===== src/rtl/key_debounce_multi.sv =====
// N-channel key debouncer: 2-flop sync, per-channel bounce filter, press/release pulses,
// long-press detection with optional auto-repeat.
module key_debounce_multi #(
   parameter int unsigned N_KEYS          = 4,
   parameter bit          ACTIVE_LOW      = 1'b1,
   parameter int unsigned DEBOUNCE_CYCLES = 1_000_000,
   parameter int unsigned LONG_CYCLES     = 50_000_000,
   parameter int unsigned REPEAT_CYCLES   = 10_000_000
) (
   input  logic              sys_clk,
   input  logic              sys_rst,
   input  logic [N_KEYS-1:0] key_in,
   output logic [N_KEYS-1:0] key_pressed,
   output logic [N_KEYS-1:0] press_pulse,
   output logic [N_KEYS-1:0] release_pulse,
   output logic [N_KEYS-1:0] long_pulse,
   output logic              key_event
);

   localparam int unsigned DebW    = (DEBOUNCE_CYCLES > 0) ? $clog2(DEBOUNCE_CYCLES + 1) : 1;
   localparam int unsigned HoldMax = (LONG_CYCLES > REPEAT_CYCLES) ? LONG_CYCLES : REPEAT_CYCLES;
   localparam int unsigned HoldW   = (HoldMax > 0) ? $clog2(HoldMax + 1) : 1;
   localparam logic [N_KEYS-1:0] RelPin = {N_KEYS{ACTIVE_LOW}};

   typedef enum logic [1:0] {StIdle, StHeld, StRepeat} hold_st_e;

   logic [N_KEYS-1:0] sync1_q, sync2_q, raw;
   logic [N_KEYS-1:0] stable_q, stable_d;
   logic [DebW-1:0]   deb_cnt_q  [N_KEYS];
   logic [DebW-1:0]   deb_cnt_d  [N_KEYS];
   logic [HoldW-1:0]  hold_cnt_q [N_KEYS];
   logic [HoldW-1:0]  hold_cnt_d [N_KEYS];
   hold_st_e          state_q    [N_KEYS];
   hold_st_e          state_d    [N_KEYS];
   logic [N_KEYS-1:0] press_q, press_d, release_q, release_d, long_q, long_d;
   logic              key_event_q, key_event_d;

   assign raw = sync2_q ^ RelPin;

   // Bounce filter: accept raw only after DEBOUNCE_CYCLES consecutive differing samples.
   always_comb begin
      for (int i = 0; i < N_KEYS; i++) begin
         stable_d[i]  = stable_q[i];
         deb_cnt_d[i] = '0;
         press_d[i]   = 1'b0;
         release_d[i] = 1'b0;
         if (raw[i] != stable_q[i]) begin
            if (32'(deb_cnt_q[i]) + 32'd1 >= DEBOUNCE_CYCLES) begin
               stable_d[i]  = raw[i];
               press_d[i]   = raw[i];
               release_d[i] = ~raw[i];
            end else begin
               deb_cnt_d[i] = deb_cnt_q[i] + DebW'(1);
            end
         end
      end
   end

   // Hold tracking keys off stable_d so a release on a threshold cycle suppresses long_pulse.
   always_comb begin
      for (int i = 0; i < N_KEYS; i++) begin
         state_d[i]    = state_q[i];
         hold_cnt_d[i] = hold_cnt_q[i];
         long_d[i]     = 1'b0;
         unique case (state_q[i])
            StIdle: begin
               hold_cnt_d[i] = '0;
               if (stable_d[i]) state_d[i] = StHeld;
            end
            StHeld: begin
               if (!stable_d[i]) begin
                  state_d[i]    = StIdle;
                  hold_cnt_d[i] = '0;
               end else if (LONG_CYCLES == 0) begin
                  if (hold_cnt_q[i] != '1) hold_cnt_d[i] = hold_cnt_q[i] + HoldW'(1);
               end else if (32'(hold_cnt_q[i]) + 32'd1 >= LONG_CYCLES) begin
                  state_d[i]    = StRepeat;
                  hold_cnt_d[i] = '0;
                  long_d[i]     = 1'b1;
               end else begin
                  hold_cnt_d[i] = hold_cnt_q[i] + HoldW'(1);
               end
            end
            StRepeat: begin
               if (!stable_d[i]) begin
                  state_d[i]    = StIdle;
                  hold_cnt_d[i] = '0;
               end else if (REPEAT_CYCLES == 0) begin
                  hold_cnt_d[i] = hold_cnt_q[i];
               end else if (32'(hold_cnt_q[i]) + 32'd1 >= REPEAT_CYCLES) begin
                  hold_cnt_d[i] = '0;
                  long_d[i]     = 1'b1;
               end else begin
                  hold_cnt_d[i] = hold_cnt_q[i] + HoldW'(1);
               end
            end
            default: begin
               state_d[i]    = StIdle;
               hold_cnt_d[i] = '0;
            end
         endcase
      end
   end

   assign key_event_d = (|press_d) | (|release_d) | (|long_d);

   always_ff @(posedge sys_clk or posedge sys_rst) begin
      if (sys_rst) begin
         sync1_q     <= RelPin;
         sync2_q     <= RelPin;
         stable_q    <= '0;
         press_q     <= '0;
         release_q   <= '0;
         long_q      <= '0;
         key_event_q <= 1'b0;
         for (int i = 0; i < N_KEYS; i++) begin
            deb_cnt_q[i]  <= '0;
            hold_cnt_q[i] <= '0;
            state_q[i]    <= StIdle;
         end
      end else begin
         sync1_q     <= key_in;
         sync2_q     <= sync1_q;
         stable_q    <= stable_d;
         press_q     <= press_d;
         release_q   <= release_d;
         long_q      <= long_d;
         key_event_q <= key_event_d;
         for (int i = 0; i < N_KEYS; i++) begin
            deb_cnt_q[i]  <= deb_cnt_d[i];
            hold_cnt_q[i] <= hold_cnt_d[i];
            state_q[i]    <= state_d[i];
         end
      end
   end

   assign key_pressed   = stable_q;
   assign press_pulse   = press_q;
   assign release_pulse = release_q;
   assign long_pulse    = long_q;
   assign key_event     = key_event_q;

endmodule


===== config.mk =====
export PLATFORM = sky130hd
export DESIGN_NAME = key_debounce_multi
export DESIGN_NICKNAME = d
export VERILOG_FILES = /design/src/rtl/key_debounce_multi.sv
export SDC_FILE = /design/constraint.sdc
export NUM_CORES = 1
export LEC_CHECK = 0
export CAP_MARGIN = 20
export CORE_MARGIN = 5
export CORE_UTILIZATION = 30
export CTS_CLUSTER_DIAMETER = 120
export CTS_CLUSTER_SIZE = 40
export DETAILED_ROUTE_END_ITERATION = 8
export DONT_BUFFER_PORTS = 1
export PLACE_DENSITY_LB_ADDON = 0.2
export REMOVE_ABC_BUFFERS = 1
export SYNTH_ARGS = -nofsm -noshare
export SYNTH_HDL_FRONTEND = slang
export SYNTH_SLANG_ARGS = --single-unit

===== constraint.sdc =====
create_clock -name sys_clk -period 17.5 [get_ports sys_clk]
set_input_delay 2.625 -clock sys_clk [delete_from_list [all_inputs] [get_ports sys_clk]]
set_output_delay 2.625 -clock sys_clk [all_outputs]
set_load 0.05 [all_outputs]

==> impl_metrics.toml <==
[finish]
fin_nets = 1565
final_common_cell = "nor2_1"
diodes = 0
areaGrowthSynthToFinish_pct = 5.55
fill_cells = 4821
drive_gt1_frac = 0.0409
fin_area_um2 = 14700
most-common-layout-cells = "241 x nor2_1, 209 x dfrtp_1, 131 x nand2_1, 99 x xnor2_1, 85 x nand3_1"

[sta]
finalMaxSlewViolations = 0
slew-limit-headroom = 0.331
fin_setup_tns_ns = 0
setup_viol = 0
worst_pin_slew_ns = 1.00
min_period_ns = 4.28
max_freq_mhz = 234
worst_clock_skew_ns = 0.0577
fin_crit_sh = 0.245
fin_hold_ws_ns = 0.367
rsz0062_at_grt = "false"
finalHoldViolCount = 0

[cts]
clkSinkCount = 217
cts_buffers = 11
clockBufferDepth = 3
clk_pin_slew_ns = 0.15
cts_hold_buf = 0
cts_tree = "yes"
clock_latency_ns = 0.52
post_cts_resized = 0
root_buffer = "clkbuf_16"
htreeDepth = 1
post-cts-setup-buffers = 0

[floorplanning]
initial_core_util = 0.301
core_area_um2 = 46300
die_h_um = 225
rows = 79
num_io_pins = 23
die_area_um2 = 50800
die_w_um = 225

[run_status]
status = "completed"

[placement]
placed_area_um2 = 14300
dpl.hpwl_um = 23000
finalWeightedCongestion = 0.822
portBuffers = 0

[yosys]
synth_compound_area_frac = 0.131
synth_area_um2 = 13900
yosysTopAreaCell = "dfrtp_1"
synth_mux_area_frac = 0.0121
synth-seq-cells = 217
synth_top_area_share = 0.376
yosys_warnings = 0
synth_top_family_by_area = "simple AND/OR/NAND/NOR gates"
ys_async_sr_fraction = 1.00
synthAdderAreaFrac = 0.0216
ys_top_cells_by_area = "dfrtp_1 38%, nor2_1 6.5%, xnor2_1 6.2%"
synth_flop_cell = "dfrtp_1"
avgSynthCellArea_um2 = 8.63
synth_edf_count = 0
synth_xor_area_frac = 0.106
synth_cell_types = 92
ys_seq_area_frac = 0.391
synth_cells = 1613
synthSimpleGateAreaFrac = 0.297

[setup_path]
r2r_slack_ns = 13.27
cp-end-kind = "asynchronous set/reset pin"
critical_path_arrival_ns = 4.77
critical_path_class = "in -> async"
regToRegStartpoint = "hold_cnt_q[33]"
start_kind = "input port"
required_ns = 17.99
rr_endpoint = "hold_cnt_q[49]"
ff2ff_path_depth = 9
cp_max_fo = 76

[power_and_ir_drop]
leakagePower_nw = 5.37
peakVddDrop_uv = 59.2
powerDensity_nw_per_um2 = 57.1

[hold_path]
min_to = "sync2_q[2]"
min_path_type = "reg -> reg"
min-delay-start = "sync1_q[2]"
min_path_cells = 0

[route]
viasPerCell = 5.28
drc = 0
drt_iter0_markers = 760
avgRoutedWirePerCell_um = 15.3
ant_nets = 0
wl_um = 32800
firstDrtPassIters = 5
vias = 11300

[global_routing]
grt_max_degree = 77
grt_pass1_wl_um = 57500
grt_usage = 0.130
grt_pass1_vias = 11100
antenna_found_initial = 2
grt-ovfl-total = 0

[job]
cap_violations = 0
[cells in the mapped netlist, drive strengths merged (34+ instances only)]
master and instances:
nand4 60, nor4 55, clkbuf 67, nand3 87
nor3 38, o21ai 35, inv 48, nor2 241
xor2 70, xnor2 99, a21oi 46, nand2 131
dfrtp 209, and3 34
[critical path, stage by stage]
cell and delay [ns]:
inv_8 0.35, buf_4 0.83, buf_4 0.83
[registers in the layout, summed over array words and instances, names as in the netlist]
| name | count |
|---|---|
| deb_cnt_q | 80 |
| hold_cnt_q | 104 |
| key_event | 1 |
| key_pressed | 4 |
| long_pulse | 4 |
| press_pulse | 4 |
| release_pulse | 4 |
| state_q | 8 |
| sync1_q | 4 |
| sync2_q | 4 |
[area by class of cell]
| class | count | area (um^2) | share of cell area |
|---|---|---|---|
| inverter | 48 | 188 | 0.0128 |
| timing repair buffer | 4 | 30.0 | 0.00204 |
| clock inverter | 4 | 63.8 | 0.00434 |
| sequential | 217 | 5440 | 0.370 |
| multi-input combinational | 1253 | 7910 | 0.538 |
| clock buffer | 13 | 303 | 0.0206 |
| tap | 607 | 759 | 0.0517 |
[cells by family after synthesis]
logic type / Yosys count
flops: 217
compound gates: 251
simple gates: 793
xor+xnor: 169
buf+inv: 143
fa+ha+maj: 24
mux: 16
[how the worst max path moves through the flow]
stage | to | start
floorplan | deb_cnt_q[0] | sys_rst
global placement | hold_cnt_q[4] | sys_rst
detailed placement | hold_cnt_q[0] | sys_rst
CTS | hold_cnt_q[103] | sys_rst
global route | hold_cnt_q[9] | sys_rst
finish | hold_cnt_q[8] | sys_rst
[through the flow]
step / utilization / setup slack, ns / std cells / power (W)
2_1_floorplan: - / 8.95 / 1518 / 0.000531
3_3_place_gp: 0.310 / 12.58 / 2129 / 0.000537
3_5_place_dp: 0.310 / 12.49 / 2129 / 0.000538
4_1_cts: 0.318 / 13.01 / 2146 / 0.000862
5_1_grt: 0.318 / 12.67 / 2146 / 0.000877
6_report: 0.318 / 13.22 / 2146 / 0.000839
[where the power goes]
part | switching [W] | leakage, nW | internal [W]
Combinational | 0.0000149 | 2.20 | 0.00000308
Clock | 0.000181 | 0.176 | 0.000131
Sequential | 0.00000323 | 3.00 | 0.000505
[layer usage]
metal  wire length (um)  part of all wire  global-route usage  up-vias
li1                   -                 -                   -     5629
met1              16300              0.50               0.191     5546
met2              15000              0.46               0.212      141
met3               1120             0.034              0.0168       24
met4                384             0.012              0.0164        0
met5                  0                 0                   0        -
(Power assumes the default switching activity.)
